--- src/rtl/tt_dfd_generic_pipe.sv ---
// Elastic valid/ready register pipeline with bubble collapse, flush, global enable
// and occupancy count. DEPTH=0 degenerates to a combinational pass-through.
module tt_dfd_generic_pipe #(
   parameter int               WIDTH          = 8,
   parameter int               DEPTH          = 2,
   parameter logic [WIDTH-1:0] RESET_VALUE    = '0,
   parameter int               CLEAR_ON_FLUSH = 0,
   parameter int               CNT_W          = (DEPTH < 1) ? 1 : $clog2(DEPTH + 1)
) (
   input  logic             clk,
   input  logic             rst_n,
   input  logic             en,
   input  logic             flush,
   input  logic             in_valid,
   input  logic [WIDTH-1:0] in_data,
   output logic             in_ready,
   output logic             out_valid,
   output logic [WIDTH-1:0] out_data,
   input  logic             out_ready,
   output logic [CNT_W-1:0] count
);

   if (DEPTH == 0) begin : g_bypass
      logic unused_clk_rst;
      assign unused_clk_rst = clk ^ rst_n;
      assign out_valid      = in_valid & en;
      assign out_data       = in_data;
      assign in_ready       = out_ready & en & !flush;
      assign count          = '0;
   end else begin : g_pipe
      logic [DEPTH-1:0]            vld_pipe;
      logic [DEPTH-1:0]            adv;
      logic [DEPTH-1:0]            cap;
      logic [DEPTH-1:0][WIDTH-1:0] dat_q;
      logic [DEPTH-1:0][WIDTH-1:0] up_dat;

      assign out_valid = en & vld_pipe[DEPTH-1];
      assign out_data  = dat_q[DEPTH-1];
      assign in_ready  = en & !flush & (!vld_pipe[0] | adv[0]);

      // Ready ripples from the output end back to stage 0 in one cycle.
      always_comb begin
         adv            = '0;
         cap            = '0;
         up_dat         = '0;
         adv[DEPTH-1]   = en & vld_pipe[DEPTH-1] & out_ready;
         for (int i = DEPTH - 2; i >= 0; i--)
            adv[i] = en & vld_pipe[i] & (!vld_pipe[i+1] | adv[i+1]);
         cap[0]    = in_valid & en & !flush & (!vld_pipe[0] | adv[0]);
         up_dat[0] = in_data;
         for (int i = 1; i < DEPTH; i++) begin
            cap[i]    = adv[i-1] & !flush;
            up_dat[i] = dat_q[i-1];
         end
      end

      always_ff @(posedge clk) begin
         if (!rst_n) begin
            vld_pipe <= '0;
            dat_q    <= {DEPTH{RESET_VALUE}};
         end else if (flush) begin
            vld_pipe <= '0;
            if (CLEAR_ON_FLUSH != 0)
               dat_q <= {DEPTH{RESET_VALUE}};
         end else begin
            for (int i = 0; i < DEPTH; i++) begin
               if (cap[i]) begin
                  vld_pipe[i] <= 1'b1;
                  dat_q[i]    <= up_dat[i];
               end else if (adv[i]) begin
                  vld_pipe[i] <= 1'b0;
               end
            end
         end
      end

      always_comb begin
         count = '0;
         for (int i = 0; i < DEPTH; i++)
            count = count + CNT_W'(vld_pipe[i]);
      end
   end

endmodule

--- config.mk ---
export PLATFORM = sky130hd
export DESIGN_NAME = tt_dfd_generic_pipe
export DESIGN_NICKNAME = d
export VERILOG_FILES = /design/src/rtl/tt_dfd_generic_pipe.sv
export SDC_FILE = /design/constraint.sdc
export NUM_CORES = 1
export LEC_CHECK = 0
export CAP_MARGIN = 20
export CORE_UTILIZATION = 44
export DETAILED_ROUTE_END_ITERATION = 10
export PLACE_DENSITY = 0.8
export SLEW_MARGIN = 40
export SYNTH_ARGS = -nofsm -noshare
export SYNTH_HDL_FRONTEND = slang
export SYNTH_SLANG_ARGS = --single-unit
--- constraint.sdc ---
create_clock -name clk -period 1.45 [get_ports clk]
set_input_delay 0.3625 -clock clk [delete_from_list [all_inputs] [get_ports clk]]
set_output_delay 0.3625 -clock clk [all_outputs]
set_load 0.005 [all_outputs]
; ---- Yosys cells after proc, flatten, opt, wreduce, memory -nomap -nowiden
; Index checks and enable logic that the tools add are counted.
[word_totals]
register_bits = 18
inputBits = 14
out_inout_bits = 12
elab_cells = 31
[classes]
n_addsub = 1
n_mux = 4
bitwise_logic = 14
reduce_logical = 8
[ops]
columns = operator, count
row1 = bitwise AND 1 bit, 10
row2 = two-way mux 1 bit, 4
row3 = AND reduction 2 bit, 2
row4 = nonzero test 2 bit, 2
row5 = logical NOT 1 bit, 3
row6 = adder 1 x 1 -> 2 bit, 1
row7 = NOT 1 bit, 2
row8 = bitwise OR 1 bit, 2
row9 = OR reduction 2 bit, 1

; ---- Longest topological paths before layout
; Gate-level depths: netlist (run 1).
[logic_depth]
ltp_word = 7
mapped_depth = 4

; ---- Worst setup path after synthesis (run 1)
; Ideal clock, no wire load.
[synth_timing]
path_kind = input -> register
from = in out_ready
to = reg g_pipe.dat_q[0] (netlist bit)
t_arrival_ps = 1226
t_required_ps = 1378
slack_ps = 152
stages = 3
path_buffers = 0
cell_sequence = and2b_4 > a211oi_4 > mux2i_1
[synth_via]
elab_chain_len = 6
[synth_rtl]
columns = item, line_no
row1 = start: declaration, 19  ; input logic out_ready,
row2 = bitwise AND 1 bit, 46  ; adv[DEPTH-1] = en & vld_pipe[DEPTH-1] & out_ready;
row3 = bitwise OR 1 bit, 48  ; adv[i] = en & vld_pipe[i] & (!vld_pipe[i+1] | adv[i+1]);
row4 = bitwise AND 1 bit, 48
row5 = bitwise OR 1 bit, 49  ; cap[0] = in_valid & en & !flush & (!vld_pipe[0] | adv[0]);
row6 = bitwise AND 1 bit, 49
row7 = AND reduction 2 bit (no line), -
row8 = end signal: assignment, 60  ; dat_q <= {DEPTH{RESET_VALUE}};
row9 = end signal: assignment, 64  ; dat_q <= {DEPTH{RESET_VALUE}};
row10 = end signal: indexed assignment, 69  ; dat_q[i] <= up_dat[i];
row11 = end: declaration, 34  ; logic [DEPTH-1:0][WIDTH-1:0] dat_q;
; No other way between the ends.
; A chain may end at the register's enable or synchronous reset.

; ---- Final worst setup path (run 1)
[layout_timing]
from = reg g_pipe.vld_pipe[0]
to = out count[0]
[layout_via]
elab_chain_len = 1
[layout_rtl]
columns = item, line_no
row1 = start: declaration, 31  ; logic [DEPTH-1:0] vld_pipe;
row2 = start signal: assignment, 59  ; vld_pipe <= '0;
row3 = start signal: assignment, 62  ; vld_pipe <= '0;
row4 = start signal: indexed assignment, 68  ; vld_pipe[i] <= 1'b1;
row5 = adder 1 x 1 -> 2 bit, 80  ; count = count + CNT_W'(vld_pipe[i]);
row6 = end: declaration, 20  ; output logic [CNT_W-1:0] count
; No other way between the ends.

==> impl_metrics.env, run 1 <==
export IMPL_outcome="finished clean"
export IMPL_synth_area_per_cell_um2=9.297
export IMPL_synth_nets=101
export IMPL_start_kind="flop"
export IMPL_clock_path_buffers=2
export IMPL_cts_htree_levels=1
export IMPL_design_core_area_um2=1708
export IMPL_grt_max_degree=26
export IMPL_dr_first_iter_drc_count=5
export IMPL_clockRootBuffer="clkbuf_4"
export IMPL_clock_fmax_mhz=715.8
export IMPL_crit_slowest_cell="dfxtp_2"
export IMPL_critPathMaxFanout=2
export IMPL_slew_viol_final=0
export IMPL_fp_row_count=15
export IMPL_regArea_um2=371.6
export IMPL_io_buffers=25
export IMPL_drc=0
export IMPL_cp_required_ps=1090
export IMPL_powerDensity_nw_per_um2=809.5
export IMPL_worst_pin_slew_ps=264.2
export IMPL_synthCells=86
export IMPL_fin_crit_sh_pct=96.35
export IMPL_vdd_drop_max_v=0.0005214
export IMPL_num_fill_cells=150
export IMPL_critical_path_max_stage_delay_ps=330
export IMPL_ys_ff_latch=18
export IMPL_viasPerCell=4.701
export IMPL_cts_tree="yes"
export IMPL_worstPathArrival_ps=1030
export IMPL_n_antenna_cell=0
export IMPL_path_buf_inv=1
export IMPL_fin_skew_ps=5.066
export IMPL_nNetsFinal=128
export IMPL_crit_chain="ha_1, buf_2"
export IMPL_cts_sinks=18
export IMPL_die_w_um=44.63
export IMPL_grt_usage_pct=18.44
export IMPL_via_count=644
export IMPL_synth_warnings=0
export IMPL_gp_congestion=0.7142
export IMPL_synth_seq_area_share_pct=45.07
export IMPL_layout_drive_gt1_share_pct=26.79
export IMPL_ys_types=18
export IMPL_max_slew_margin_rel_pct=82.39
export IMPL_syn_to_final_growth_pct=41.31
export IMPL_crit_path_end_kind="output pin"
export IMPL_drt_total_wl_mm=1.518
export IMPL_route_detailed_wl_per_inst_um=11.08
export IMPL_grt_pass1_wl_mm=2.580
export IMPL_multiInputGateArea_um2=369.1
export IMPL_final_cells=137
export IMPL_setup_viol=0
export IMPL_path_class="flop to output pin"
export IMPL_final_area_um2=1130
export IMPL_insertion_delay_ps=290
export IMPL_netlist_area_um2=799.5
export IMPL_grt_overflow=0
export IMPL_setup_tns_ps=0
export IMPL_cap_viol_max_count=0
export IMPL_ant_nets=0
export IMPL_clkTransAtPathRegs_ps=100
export IMPL_ctsHoldBuffers=0
export IMPL_fin_crit_ps=1397
export IMPL_grt_pass1_vias=640
export IMPL_die_area_um2=1991
export IMPL_antenna_found_initial=0
export IMPL_critPathTopFamily="flip-flops"
export IMPL_final_hold_viol_count=0
export IMPL_finish_utilization_pct=66.15
export IMPL_start_util_pct=46.81
export IMPL_dr_pass1_iters=3
export IMPL_dp_cells=132
export IMPL_p_leak_nw=0.4889
export IMPL_total_power_mw=0.9146
export IMPL_placed_area_um2=1095
export IMPL_rsz0062_at_grt="false"
export IMPL_fp_dieH_um=44.63
export IMPL_pin_count=26
export IMPL_cts_buffers=3
export IMPL_hold_path_class="flop to flop"
export IMPL_dpl_hpwl_mm=1.101
==> worst register-to-register path, cell delays in order (launching register included) <==
cell,delay [ps]
dfxtp_2,340
and2b_4,160
buf_4,150
a211oi_4,270
buf_12,170
mux2i_1,190
==> layer usage <==
metal	part of all wire, %	vias to the layer above	global-route usage, %
li1	-	322	-
met2	50	21	32.65
met5	0	-	0
met4	2.2	0	10.91
met3	6.2	5	5.306
met1	42	296	19.14
==> synth_stat cells <==
cell type / number / area share [%]
and2_1: 1 / 0.78
and2b_4: 1 / 1.3
ha_1: 1 / 1.6
buf_4: 8 / 7.5
a22oi_1: 1 / 0.94
a211oi_4: 1 / 2.5
nand2b_1: 1 / 0.78
o21ai_1: 1 / 0.63
nor3b_1: 1 / 0.94
dfxtp_1: 18 / 45
clkbuf_1: 3 / 1.4
nand2b_2: 1 / 1.1
nor2_1: 1 / 0.47
a21oi_1: 2 / 1.3
mux2i_1: 16 / 20
buf_2: 1 / 0.63
nand2_1: 26 / 12
inv_1: 2 / 0.94
==> flip-flops by register name (all words and copies together), names as in the netlist <==
register         count
g_pipe.vld_pipe      2
g_pipe.dat_q         8
out_data             8
==> report_power, final <==
part	leakage [nW]	internal (mW)	switching, mW
clock network	0.0210	0.153	0.151
registers	0.150	0.503	0.00276
logic	0.318	0.0619	0.0428
==> cells in the final DEF (no fill, tap or decap) <==
cell type,count
nand2b_4,1
and2_1,1
a21oi_1,1
dfxtp_1,9
a22oi_1,1
nand2_1,26
inv_1,2
clkdlybuf4s50_1,10
o21ai_1,1
clkbuf_8,1
buf_12,2
dfxtp_2,9
a211oi_4,1
clkbuf_2,1
and2b_4,1
clkdlybuf4s15_1,1
a21oi_2,1
buf_4,7
nor3b_2,1
nand2b_1,1
nor2_1,1
clkbuf_4,3
ha_1,1
mux2i_1,16
dlygate4sd2_1,11
buf_2,2
==> final cells by class <==
| cell class | count | share of cell area, % |
|---|---|---|
| Sequential cell | 18 | 32.89 |
| Multi-Input combinational cell | 54 | 32.67 |
| Clock buffer | 4 | 3.212 |
| Timing Repair Buffer | 34 | 27.80 |
| Tap cell | 25 | 2.769 |
| Inverter | 2 | 0.6645 |
==> timing repair <==
| action | in CTS | in global routing |
|---|---|---|
| cloned | 0 | 0 |
| endpoints found under the setup margin | 28 | 3 |
| pin swaps | 1 | 0 |
| resized for setup | 32 | 3 |
| buffers inserted | 1 | 0 |
==> kinds of logic (layout without fill, tap and decap cells) <==
family | Yosys count | in the layout | synth area share (%)
muxes | 16 | 16 | 20.03
AOI/OAI and AO/OA | 5 | 5 | 5.321
and+or+nand+nor | 32 | 32 | 17.53
adders and majority gates | 1 | 1 | 1.565
DFF | 18 | 18 | 45.07
buffers and inverters | 14 | 40 | 10.49
==> stage by stage <==
step           setup WS, ps  hold slack [ps]
2_1_floorplan         151.9            435.1
3_3_place_gp         -559.2            444.2
3_5_place_dp         -584.5            455.9
4_1_cts               8.835            466.1
5_1_grt               14.24            489.7
6_report              52.90            461.6
==> worst paths after layout <==
path,start,endpoint,slack [ps],cells past startpoint
worst max-delay path,g_pipe.vld_pipe[0],count[0],50,2
worst min-delay path,out_data[1],out_data[1],460,2
worst max register to register,g_pipe.vld_pipe[1],g_pipe.dat_q[7],110,5
worst min register to register,out_data[1],out_data[1],460,2
No activity file was read; power rests on OpenSTA's default activity.
==> run 2, diff against run 1 <==
CAP_MARGIN = unset   (was 20)
==> results of run 2 <==
Same layout as run 1: the final DEF is identical, and so are final timing and power.
==> run 3, diff against run 2 <==
clock period = 1.5 ns   (was 1.45 ns; I/O delays follow)
==> run 3 against run 2 <==
Against the previous run: sequential share of layout area is 1.1 points lower; final area is 3.2% higher; sequential cell count stayed put; sequential power is 3% lower; global-route usage is 1.5 points lower; critical path depth stayed put; largest power group unchanged; highest routed layer unchanged.
==> impl_metrics.env, run 3 (synthesis gave the netlist of run 1 again) <==
export IMPL_powerDensity_nw_per_um2=746.4
export IMPL_ctsHoldBuffers=0
export IMPL_max_slew_margin_rel_pct=84.77
export IMPL_use_met3_pct=2.857
export IMPL_drt_total_wl_mm=1.492
export IMPL_drc=0
export IMPL_dr_pass1_iters=3
export IMPL_n_antenna_cell=0
export IMPL_dp_cells=131
export IMPL_use_met1_pct=19.75
export IMPL_p_leak_nw=0.5871
export IMPL_rsz0062_at_grt="false"
export IMPL_slew_viol_final=0
export IMPL_path_class="flop to output pin"
export IMPL_via_count=630
export IMPL_start_util_pct=46.81
export IMPL_clkPwrFrac_pct=32.0
export IMPL_critPathMaxFanout=4
export IMPL_total_power_mw=0.8704
export IMPL_die_area_um2=1991
export IMPL_insertion_delay_ps=280
export IMPL_route_detailed_wl_per_inst_um=10.97
export IMPL_fp_row_count=15
export IMPL_fin_crit_sh_pct=96.30
export IMPL_fin_crit_ps=1444
export IMPL_clock_fmax_mhz=692.3
export IMPL_power_frac_comb_pct=11.8
export IMPL_clock_path_buffers=2
export IMPL_cts_buffers=3
export IMPL_intPower_mw=0.6949
export IMPL_vdd_drop_max_v=0.0004325
export IMPL_syn_to_final_growth_pct=45.85
export IMPL_dpl_hpwl_mm=1.072
export IMPL_io_buffers=25
export IMPL_ant_nets=0
export IMPL_viasPerCell=4.632
export IMPL_grt_util_met2_pct=29.41
export IMPL_cp_required_ps=1120
export IMPL_antenna_found_initial=0
export IMPL_fin_skew_ps=0.9773
export IMPL_clockRootBuffer="clkbuf_4"
export IMPL_cap_viol_max_count=0
export IMPL_final_hold_viol_count=0
export IMPL_whs_ps=455.0
export IMPL_setup_tns_ps=0
export IMPL_cts_htree_levels=1
export IMPL_worstPathArrival_ps=1070
export IMPL_nNetsFinal=127
export IMPL_hold_path_class="flop to flop"
export IMPL_gp_congestion=0.7208
export IMPL_grt_usage_pct=16.96
export IMPL_grt_pass1_vias=644
export IMPL_layout_drive_gt1_share_pct=25.23
export IMPL_setup_viol=0
export IMPL_setup_ws_ps=55.55
export IMPL_dr_first_iter_drc_count=8
export IMPL_power_switching_mw=0.1755
export IMPL_final_cells=136
export IMPL_worst_pin_slew_ps=227.7
export IMPL_pin_count=26
export IMPL_cts_sinks=18
export IMPL_switching_share_pct=20.16
export IMPL_design_core_area_um2=1708
export IMPL_crit_path_end_kind="output pin"
export IMPL_outcome="finished clean"
export IMPL_grt_pass1_wl_mm=2.504
export IMPL_start_kind="flop"
export IMPL_grt_max_degree=26
export IMPL_cts_tree="yes"
export IMPL_clkTransAtPathRegs_ps=90
export IMPL_final_common_cell="nand2_1"
export IMPL_die_w_um=44.63
export IMPL_dp_slack_ps=-559.2
export IMPL_layout_common_cells="nand2_1 (26), mux2i_1 (16), dfxtp_1 (10), clkdlybuf4s50_1 (10), dfxtp_2 (8)"
export IMPL_busiest_layer="met2"
export IMPL_grt_overflow=0
export IMPL_p_seq_share_pct=56.2
export IMPL_fp_dieH_um=44.63
[run 3: layout make-up]
cell class / instances / area [µm²]
sequential: 18 / 370.4
multi-input combinational: 54 / 375.4
tap: 25 / 31.28
clock buffer: 4 / 36.28
timing repair buffer: 33 / 345.3
inverter: 2 / 7.507
fill: 141 / 541.8
[run 3: worst max-delay path, cell delays in order (launching register included)]
cell	delay (ps)
dfxtp_2	350
ha_1	180
dlygate4sd2_1	260
[run 3: path summary, 6_finish.rpt]
kind | startpoint | to | slack, ps | cells after the start
hold reg to reg | out_data[4] | out_data[4] | 460 | 2
setup / recovery | g_pipe.vld_pipe[1] | count[1] | 60 | 2
hold / removal | out_data[4] | out_data[4] | 460 | 2
setup reg to reg | g_pipe.vld_pipe[1] | g_pipe.dat_q[6] | 150 | 5
[run 3: repair_timing]
item	CTS	global route
resized for setup	25	11
setup buffers	2	0
pin swaps	2	1
setup endpoints to repair	27	12
[run 3: per-stage QoR]
stage          cell area (µm²)  utilization [%]
3_3_place_gp              1087            63.66
4_1_cts                   1151            67.40
6_report                  1166            68.28
2_1_floorplan            799.5                -
3_5_place_dp              1087            63.66
5_1_grt                   1166            68.28
[run 3: power groups by stage]
| stage | registers [mW] | logic, mW | clock network [mW] |
|---|---|---|---|
| final | 0.489 | 0.103 | 0.278 |
| after CTS | 0.489 | 0.103 | 0.292 |
| after floorplan | 0.500 | 0.0402 | 0 |
| after detailed placement | 0.501 | 0.103 | 0 |
| after global placement | 0.500 | 0.101 | 0 |
| after global routing | 0.491 | 0.112 | 0.313 |
[run 3: routing by layer]
metal	share of wire (%)	up-vias	wire length, µm
met5	0	-	0
met4	0.60	0	9
met3	5.6	2	84
met2	51	18	763
met1	43	289	635
li1	-	321	-
